**src/rtl/mem_arbiter.sv**
```systemverilog
// Single-port RAM arbiter: loader > data > instruction, with an anti-starvation
// override for instruction fetch. One access per IDLE->ACCESS->WAIT->DONE round.
module mem_arbiter #(
  parameter int ADDR_W     = 32,
  parameter int DATA_W     = 32,
  parameter int STARVE_MAX = 4
) (
  input  logic              clk,
  input  logic              rst,
  input  logic              i_req,
  input  logic [ADDR_W-1:0] i_addr,
  output logic [DATA_W-1:0] i_rdata,
  output logic              i_ack,
  input  logic              d_req,
  input  logic              d_we,
  input  logic [ADDR_W-1:0] d_addr,
  input  logic [DATA_W-1:0] d_wdata,
  output logic [DATA_W-1:0] d_rdata,
  output logic              d_ack,
  input  logic              l_req,
  input  logic              l_we,
  input  logic [ADDR_W-1:0] l_addr,
  input  logic [DATA_W-1:0] l_wdata,
  output logic [DATA_W-1:0] l_rdata,
  output logic              l_ack,
  output logic [ADDR_W-1:0] mem_addr,
  output logic              mem_we,
  output logic [DATA_W-1:0] mem_wdata,
  input  logic [DATA_W-1:0] mem_rdata,
  output logic              cpu_hold,
  output logic              busy
);

  typedef enum logic [1:0] {S_IDLE, S_ACCESS, S_WAIT, S_DONE} state_t;

  localparam logic [1:0] P_NONE = 2'd0;
  localparam logic [1:0] P_I    = 2'd1;
  localparam logic [1:0] P_D    = 2'd2;
  localparam logic [1:0] P_L    = 2'd3;
  localparam logic [3:0] STARVE_LIM = 4'(STARVE_MAX);

  state_t            r_state;
  logic [1:0]        r_win;
  logic [ADDR_W-1:0] r_addr;
  logic              r_we;
  logic [DATA_W-1:0] r_wdata;
  logic [3:0]        r_starve;
  logic [DATA_W-1:0] r_i_rdata, r_d_rdata, r_l_rdata;
  logic              r_i_ack, r_d_ack, r_l_ack;
  logic [1:0]        w_grant;
  logic              w_active;

  // A starved fetch overrides the fixed priority order.
  always_comb begin
    w_grant = P_NONE;
    if (i_req && (r_starve >= STARVE_LIM)) w_grant = P_I;
    else if (l_req)                        w_grant = P_L;
    else if (d_req)                        w_grant = P_D;
    else if (i_req)                        w_grant = P_I;
  end

  always_ff @(posedge clk or posedge rst) begin
    if (rst) begin
      r_state   <= S_IDLE;
      r_win     <= P_NONE;
      r_addr    <= '0;
      r_we      <= 1'b0;
      r_wdata   <= '0;
      r_starve  <= 4'd0;
      r_i_rdata <= '0;
      r_d_rdata <= '0;
      r_l_rdata <= '0;
      r_i_ack   <= 1'b0;
      r_d_ack   <= 1'b0;
      r_l_ack   <= 1'b0;
    end else begin
      r_i_ack <= 1'b0;
      r_d_ack <= 1'b0;
      r_l_ack <= 1'b0;
      case (r_state)
        S_IDLE: begin
          if (w_grant != P_NONE) begin
            r_win   <= w_grant;
            r_state <= S_ACCESS;
            case (w_grant)
              P_L: begin
                r_addr  <= l_addr;
                r_we    <= l_we;
                r_wdata <= l_wdata;
              end
              P_D: begin
                r_addr  <= d_addr;
                r_we    <= d_we;
                r_wdata <= d_wdata;
              end
              default: begin
                r_addr  <= i_addr;
                r_we    <= 1'b0;
                r_wdata <= '0;
              end
            endcase
          end
          if (!i_req || (w_grant == P_I)) r_starve <= 4'd0;
          else if (r_starve != 4'hF)      r_starve <= r_starve + 4'd1;
        end
        S_ACCESS: r_state <= S_WAIT;
        S_WAIT: begin
          r_state <= S_DONE;
          if (!r_we) begin
            case (r_win)
              P_I:     r_i_rdata <= mem_rdata;
              P_D:     r_d_rdata <= mem_rdata;
              P_L:     r_l_rdata <= mem_rdata;
              default: ;
            endcase
          end
          r_i_ack <= (r_win == P_I);
          r_d_ack <= (r_win == P_D);
          r_l_ack <= (r_win == P_L);
        end
        S_DONE:  r_state <= S_IDLE;
        default: r_state <= S_IDLE;
      endcase
    end
  end

  // Memory drive decodes straight from state so reset kills a write strobe at once.
  assign w_active  = (r_state == S_ACCESS) || (r_state == S_WAIT);
  assign mem_addr  = w_active ? r_addr : '0;
  assign mem_wdata = w_active ? r_wdata : '0;
  assign mem_we    = (r_state == S_ACCESS) && r_we;

  assign cpu_hold = l_req || ((r_win == P_L) && (r_state != S_IDLE));
  assign busy     = (r_state != S_IDLE);

  assign i_rdata = r_i_rdata;
  assign d_rdata = r_d_rdata;
  assign l_rdata = r_l_rdata;
  assign i_ack   = r_i_ack;
  assign d_ack   = r_d_ack;
  assign l_ack   = r_l_ack;

endmodule

```
**config.mk**
```make
export PLATFORM = sky130hd
export DESIGN_NAME = mem_arbiter
export DESIGN_NICKNAME = d
export VERILOG_FILES = /design/src/rtl/mem_arbiter.sv
export SDC_FILE = /design/constraint.sdc
export NUM_CORES = 1
export LEC_CHECK = 0
export CAP_MARGIN = 20
export CORE_ASPECT_RATIO = 1.25
export CORE_MARGIN = 2
export CORE_UTILIZATION = 39
export CTS_CLUSTER_DIAMETER = 200
export DETAILED_ROUTE_END_ITERATION = 10
export GPL_ROUTABILITY_DRIVEN = 0
export PLACE_DENSITY_LB_ADDON = 0.08
export SLEW_MARGIN = 10
export SYNTH_ARGS = -nofsm -noshare
export SYNTH_HDL_FRONTEND = slang
export SYNTH_SLANG_ARGS = --single-unit
```
**constraint.sdc**
```tcl
create_clock -name clk -period 5.4 [get_ports clk]
set_input_delay 0.81 -clock clk [delete_from_list [all_inputs] [get_ports clk]]
set_output_delay 0.81 -clock clk [all_outputs]
set_load 0.01 [all_outputs]
```
## Word-level counts from Yosys, hierarchy flattened

Cells that the tools add are included.

| word-level totals | value |
|---|---|
| bits in registers | 172 |
| output and inout port bits | 166 |
| input bits | 199 |
| word-level logic and storage cells | 58 |

| operators by class | value |
|---|---|
| reductions and logical operators | 16 |
| bitwise logic cells | 1 |
| add/subtract/negate cells | 1 |
| equality and inequality tests | 11 |
| mux-type cells | 16 |
| magnitude comparators | 1 |

Operators by type and width:

| kind | number |
|---|---|
| case mux 32 bit (2 select lines) | 2 |
| two-way mux 32 bit | 2 |
| == test 2 bit (second input constant) | 6 |
| AND reduction 3 bit | 3 |
| two-way mux 2 bit | 4 |
| two-way mux 4 bit | 2 |
| case mux 2 bit (4 select lines) | 1 |
| == test 2 x 1 -> 1 bit (second input constant) | 3 |
| nonzero test 2 bit | 3 |
| adder 4 x 1 -> 4 bit (second input constant) | 1 |
| greater-or-equal comparator 4 x 3 -> 1 bit (second input constant) | 1 |
| two-way mux 1 bit | 4 |
| != test 4 bit (second input constant) | 1 |
| AND reduction 2 bit | 2 |
| logical AND 1 bit | 3 |
| logical OR 1 bit | 3 |
| logical NOT 2 bit | 1 |
| != test 2 bit (second input constant) | 1 |
| case mux 1 bit (2 select lines) | 1 |
| logical NOT 1 bit | 1 |
| inverter 1 bit | 1 |

## Logic depth before layout (Yosys ltp)

Gate-level depths: netlist (run 1).

| depth | value |
|---|---|
| depth after elaboration | 8 |
| mapped depth | 8 |
| depth with buffers taken out | 5 |

## Worst setup path after synthesis (run 1)

No wires, ideal clock.

| timing | value |
|---|---|
| path type | input-to-output |
| start point | in l_req |
| end point | out cpu_hold |
| arrival | 1,494 ps |
| required time | 4,590 ps |
| slack | 3,096 ps |
| buffers on the path | 3 |
| cell stages on the path | 4 |
| cell sequence | buf_4 buf_2 buf_2 a31o_2 |

| on the way | value |
|---|---|
| longest elaborated chain between the ends | 1 |

Ends and longest elaborated chain:

| element | line | text |
|---|---|---|
| start, declared | 20 | `input logic l_req,` |
| logical OR 1 bit | 133 | `assign cpu_hold = l_req \|\| ((r_win == P_L) && (r_state != S_IDLE));` |
| end, declared | 30 | `output logic cpu_hold,` |

Every way passes these cells.

## Worst setup path in the final report (run 1)

| timing | value |
|---|---|
| start point | reg r_state[0] |
| end point | out mem_wdata[27] |

| on the way | value |
|---|---|
| longest elaborated chain between the ends | 3 |
| elaborated cells on any way between the ends | 4 |
| classes of those cells | eq/ne (2); mux (1); reduce/logical (1) |

Ends and longest elaborated chain:

| element | line | text |
|---|---|---|
| start, declared | 42 | `state_t r_state;` |
| start signal, assigned | 64 | `r_state <= S_IDLE;` |
| start signal, assigned | 84 | `r_state <= S_ACCESS;` |
| start signal, assigned | 106 | `S_ACCESS: r_state <= S_WAIT;` |
| == test 2 x 1 -> 1 bit or == test 2 bit (tied branches) | 128 | `assign w_active = (r_state == S_ACCESS) \|\| (r_state == S_WAIT);` |
| logical OR 1 bit (*) | 128 |  |
| two-way mux 32 bit (*) | 130 | `assign mem_wdata = w_active ? r_wdata : '0;` |
| end, declared | 28 | `output logic [DATA_W-1:0] mem_wdata,` |

Every way passes the cells marked *; elsewhere a longest branch is shown, timed or not.

==> reports/qor.yml, run 1 <==
grt_overflow: 0
timing.rr.start: "r_state[0]"
ios: 365
switchingPower_mw: 2.50
drive_gt1_share_pct: 16.6
synth_area_leaders: "dfrtp_1, mux2_2, mux2_4"
cts_max_path_buffers: 2
antenna_found_initial: 1
min_period_ps: 3510
yosysSeqAreaShare_pct: 48.5
dp.cells: 1359
initial_core_util_pct: 39.8
totalWireLength_um: 25900
hold_class: "flip-flop to flip-flop"
cts_num_sinks: 172
yosysTopAreaCell: "dfrtp_1"
finalNonFillerCells: 1392
num_vias: 7029
dp_hpwl_um: 18100
netlist_area_mm2: 0.00887
holdWs_ps: 470
portBuffers: 364
grt_pass1_vias: 7104
netlist_top_cells_count: "dfrtp_1, nand2_1, and2_1"
clk_pin_slew_worst_paths_ps: 70
synth_ff_type: "dfrtp_1"
crit_path_max_fanout: 65
hold_violations: 0
design_area_mm2: 0.0132
drc: 0
maxSlewViolCount: 0
min_to: "r_wdata[17]"
clockPowerShare_pct: 16.5
die_area_mm2: 0.0240
ys_ff_latch: 172
synth_cell_type_count: 39
max-slew-margin-rel_pct: 29.2
grt_pass1_wl_um: 40900
hold_depth: 2
peakVddDrop_mv: 0.321
reg2reg_to: "r_wdata[31]"
fin_util_pct: 59.2
synth_most_common_cell: "dfrtp_1"
routed_via_density: 5.05
grt_max_degree: 173
setup_viol: 0
grtUsageTotal_pct: 21.4
postCtsHoldBufs: 0
syn_inst: 767
htreeDepth: 4
cp_data_arrival_time_ps: 2700
placed_cell_area_mm2: 0.0126
synth_top_area_share_pct: 48.5
core_mm2: 0.0223
hp-start: "r_wdata[17]"
end_kind: "output port"
syn-num-nets: 971
area.growth.synth_to_final_pct: 48.7
drt_iter0_markers: 401
critical_path_required_ps: 4590
p_int_mw: 4.78
dieWidth_um: 139
seqPwrFrac_pct: 30.9
wl_per_cell_um: 18.6
rsz0062_at_grt: "no"
synth_edf_count: 0
path_class: "flip-flop to output port"
outcome: "finished clean"
comb_power_share_pct: 52.7
dr.pass1.iters: 4
clock_latency_ps: 420
cts_tree: "built"
setup_tns_ps: 0
skew_ps: 9.78
async_flop_share_pct: 100
powerDensity_mw_per_mm2: 552
cts-root-buf: "clkbuf_16"
ant_nets: 0
numCtsBuffers: 17
postCtsSetupRepairBufs: 0
fmax_mhz: 285
avgSynthCellArea_um2: 11.6
yosys_warnings: 0
leakagePower_nw: 5.36
num_rows: 61
cts_resized: 0
ff2ff_path_depth: 6
nets: 1299
sw_frac_of_total_pct: 34.3
finalCritPeriodShare_pct: 65.0
die_y_um: 173
r2r_setup_slack_ps: 3230
critical_path.startpoint_type: "flip-flop"
max_cap_violations: 0
worstMarginPinSlew_ps: 1060
## kinds of logic (layout without fill, tap and decap cells)
kind of cell               count (synthesis)  after routing  share of synthesized area (%)
and+or+nand+nor                          213            213                           13.9
AOI/OAI and AO/OA                        173            173                           16.6
DFF                                      172            172                           48.5
buffers and inverters                    106            447                           6.17
muxes                                     98             98                           14.1
adders and majority gates                  5              5                          0.705
other                                      0              1                              0
## registers in the layout, summed over array words and instances (netlist names)
| signal | cells |
|---|---|
| r_state | 2 |
| r_wdata | 32 |
| d_ack | 1 |
| l_rdata | 32 |
| l_ack | 1 |
| i_rdata | 32 |
| d_rdata | 32 |
| r_addr | 32 |
| r_we | 1 |
| r_starve | 4 |
| r_win | 2 |
| i_ack | 1 |
## power groups by stage
stage / Clock [mW] / Combinational [mW] / Sequential, mW
after CTS: 1.23 / 3.89 / 2.25
after detailed placement: 0 / 3.88 / 2.27
after floorplan: 0 / 1.82 / 2.37
final: 1.20 / 3.83 / 2.25
after global placement: 0 / 3.86 / 2.25
after global routing: 1.28 / 4.10 / 2.33
## metrics by stage
step                power, mW  setup slack, ps
floorplan                4.20             2390
global placement         6.11             2180
detailed placement       6.15             2230
CTS                      7.38             1770
global route             7.72             1660
finish                   7.28             1890
## worst max path at each step
stage	endpoint	start	slack, ps	depth (start not counted)
floorplan	d_ack	rst	2390	1
global placement	r_wdata[15]	d_req	2180	5
detailed placement	mem_wdata[14]	r_state[0]	2230	4
CTS	mem_wdata[14]	r_state[0]	1770	4
global route	mem_wdata[16]	r_state[0]	1660	4
finish	mem_wdata[27]	r_state[0]	1890	4
## placed cells by master, fill, tap and decap left out, drive strengths merged, types with 2 or more instances in the layout
| cell | n |
|---|---|
| o221ai | 32 |
| nand3b | 32 |
| or2 | 2 |
| clkdlybuf4s50 | 363 |
| nor3 | 2 |
| nand2 | 69 |
| o22a | 32 |
| buf | 16 |
| clkinv | 4 |
| clkbuf | 17 |
| o21a | 2 |
| mux2 | 97 |
| clkinvlp | 5 |
| o31ai | 34 |
| ha | 5 |
| inv | 42 |
| nor2b | 34 |
| o2bb2ai | 2 |
| and2 | 65 |
| nor2 | 2 |
| a21oi | 34 |
| dfrtp | 172 |
| a22oi | 33 |
## per-layer routing
| metal | share of wire [%] | global-route usage (%) |
|---|---|---|
| met3 | 5.4 | 4.76 |
| met1 | 43 | 27.2 |
| met2 | 50 | 36.3 |
| met5 | 0 | 0 |
| met4 | 1.7 | 6.57 |
## area by class of cell
type / count / area (um2)
Antenna cell: 1 / 2.50
Clock buffer: 17 / 425
Clock inverter: 15 / 153
Fill cell: 1914 / 9100
Inverter: 36 / 139
Multi-Input combinational cell: 489 / 4040
Sequential cell: 172 / 4300
Tap cell: 283 / 354
Timing Repair Buffer: 379 / 3770
## critical path, stage by stage (launching register included)
cell and delay, ps:
dfrtp_1 360, inv_1 90, ha_2 1000, and2_1 230, clkdlybuf4s50_1 590
Power figures use the tool's default switching activity.
==> inputs of run 2 (changes only) <==
--- a/config.mk
+++ b/config.mk
@@ -8,7 +8,7 @@
 export CAP_MARGIN = 20
 export CORE_ASPECT_RATIO = 1.25
 export CORE_MARGIN = 2
-export CORE_UTILIZATION = 39
+export CORE_UTILIZATION = 44
 export CTS_CLUSTER_DIAMETER = 200
 export DETAILED_ROUTE_END_ITERATION = 10
 export GPL_ROUTABILITY_DRIVEN = 0
==> constraint.sdc (replaced) <==
create_clock -name clk -period 3.3 [get_ports clk]
set_input_delay 0.495 -clock clk [delete_from_list [all_inputs] [get_ports clk]]
set_output_delay 0.495 -clock clk [all_outputs]
set_load 0.01 [all_outputs]
==> reports/qor.yml, run 2 (synthesized netlist as in run 1, its figures left out) <==
outcome: "finished clean"
postCtsHoldBufs: 0  # unchanged
hold_class: "flip-flop to flip-flop"
critical_path_required_ps: 2800  # -1790 ps
cts_tree: "built"
drive_gt1_share_pct: 17.0  # +0.36 points
min_period_ps: 3000
powerDensity_mw_per_mm2: 904  # +64%
final_common_cell: "clkdlybuf4s50_1"
finalCritPeriodShare_pct: 91.0
ant_nets: 0  # unchanged
postCtsSetupRepairBufs: 0  # unchanged
maxSlewViolCount: 0  # unchanged
grt_max_degree: 109  # -37%
end_kind: "output port"
antenna_cells: 0  # -1
die_area_mm2: 0.0213  # -11%
die_y_um: 163  # -5.7%
peakVddDrop_mv: 0.578  # +80%
dr.pass1.iters: 5  # +1
wl_per_cell_um: 18.4  # -1.1%
cts-root-buf: "clkbuf_16"
totalWireLength_um: 25500  # -1.7%
dp_hpwl_um: 18200  # +0.14%
leakagePower_nw: 5.40  # +0.62%
hold_violations: 0  # unchanged
cts_max_path_buffers: 2  # unchanged
crit_path_max_fanout: 65  # unchanged
rsz0062_at_grt: "no"
ios: 365  # unchanged
critical_path.startpoint_type: "flip-flop"
use_met2_pct: 40.1  # +3.8 points
holdWs_ps: 477  # +6.98 ps
setup_viol: 0  # unchanged
cp_data_arrival_time_ps: 2510  # -190 ps
grt_pass1_vias: 6980  # -1.7%
routed_via_density: 5.12  # +1.4%
clock_latency_ps: 430  # about the same
num_rows: 58  # -4.9%
cts_resized: 0  # unchanged
portBuffers: 364  # unchanged
fmax_mhz: 333
use_met3_pct: 5.98  # +1.2 points
max-slew-margin-rel_pct: 32.7  # +3.5 points
top_usage_layer: "met2"
grt_util_met1_pct: 29.1  # +1.9 points
max_cap_violations: 0  # unchanged
core_mm2: 0.0200  # -10%
skew_ps: 12.9  # +3.09 ps
r2r_setup_slack_ps: 1040  # -2190 ps
nets: 1305  # +0.46%
grt_pass1_wl_um: 38700  # -5.5%
initial_core_util_pct: 44.4  # +4.6 points
num_vias: 7088  # +0.84%
cts_num_sinks: 172  # unchanged
placed_cell_area_mm2: 0.0126  # +0.30%
path_class: "flip-flop to output port"
n_fill_cell: 1582  # -17%
area.growth.synth_to_final_pct: 49.1
grtUsageTotal_pct: 23.5  # +2.2 points
dieWidth_um: 131  # -5.7%
finalWorstSetupSlack_ps: 296  # -1590 ps
design_area_mm2: 0.0132  # +0.29%
drc: 0  # unchanged
worstMarginPinSlew_ps: 1010  # -56.4 ps
clk_pin_slew_worst_paths_ps: 60  # about the same
antenna_found_initial: 0  # -1
htreeDepth: 4  # unchanged
final_cell_mix: "clkdlybuf4s50_1, dfrtp_1, nand2_1"
drt_iter0_markers: 236  # -41%
grt_overflow: 0  # unchanged
setup_tns_ps: 0  # unchanged
numCtsBuffers: 17  # unchanged
place_ws_ps: 722  # -1510 ps
==> run 2: cell types whose count changed in the layout (fill, tap and decap cells not counted), sizes merged <==
cell,previous run,this run
buf,16,22
clkbuf,17,18
bufinv,0,1
clkinvlp,5,4
diode,1,0
clkinv,4,3
==> run 2: routing by layer <==
layer	share of wire (%)	vias to the layer above
met1	41	3419
met3	6.1	35
met5	0	-
met2	51	239
met4	2.3	0
li1	-	3395
==> run 2: area by class of cell <==
| type | count | area [um2] | area share [%] |
|---|---|---|---|
| well taps | 270 | 338 | 2.55 |
| clock inverters | 14 | 153 | 1.15 |
| repair buffers | 385 | 3820 | 28.9 |
| multi-input cells | 489 | 4040 | 30.6 |
| flip-flops and latches | 172 | 4300 | 32.5 |
| inverters | 36 | 139 | 1.05 |
| clock buffers | 18 | 429 | 3.25 |
==> run 2: through the flow <==
step	instances	total power, mW	utilization [%]
final	1384	12.0	66.3
after global routing	1384	12.7	66.3
after CTS	1384	12.1	66.3
after detailed placement	1352	10.1	63.3
after global placement	1352	9.92	63.3
after floorplan	767	6.86	-
==> run 2: worst max-delay path, stage by stage (launching register included) <==
cell	delay (ps)
dfrtp_1	370
inv_1	90
ha_2	320
buf_4	460
and2_1	270
clkdlybuf4s50_1	550
==> run 2: report_power, final <==
group	switching [mW]	internal, mW	leakage (nW)
Clock	0.903	1.07	0.275
Sequential	0.574	3.13	2.07
Combinational	2.57	3.70	3.05
Total	4.05	7.90	5.40
==> run 2: path summary, 6_finish.rpt <==
path,startpoint,to,depth (start not counted)
setup / recovery,r_state[1],mem_addr[28],5
hold / removal,r_wdata[2],r_wdata[2],2
setup reg to reg,r_state[0],d_rdata[18],5
hold reg to reg,r_wdata[2],r_wdata[2],2
max in group asynchronous,rst,r_starve[1],3
min in group asynchronous,rst,i_rdata[24],3
==> inputs of run 3 (changes only) <==
--- a/config.mk
+++ b/config.mk
@@ -5,7 +5,7 @@
 export SDC_FILE = /design/constraint.sdc
 export NUM_CORES = 1
 export LEC_CHECK = 0
-export CAP_MARGIN = 20
+export CAP_MARGIN = 25
 export CORE_ASPECT_RATIO = 1.25
 export CORE_MARGIN = 2
 export CORE_UTILIZATION = 44
==> results of run 3 <==
No change in the layout: final DEF, timing and power equal those of run 2.
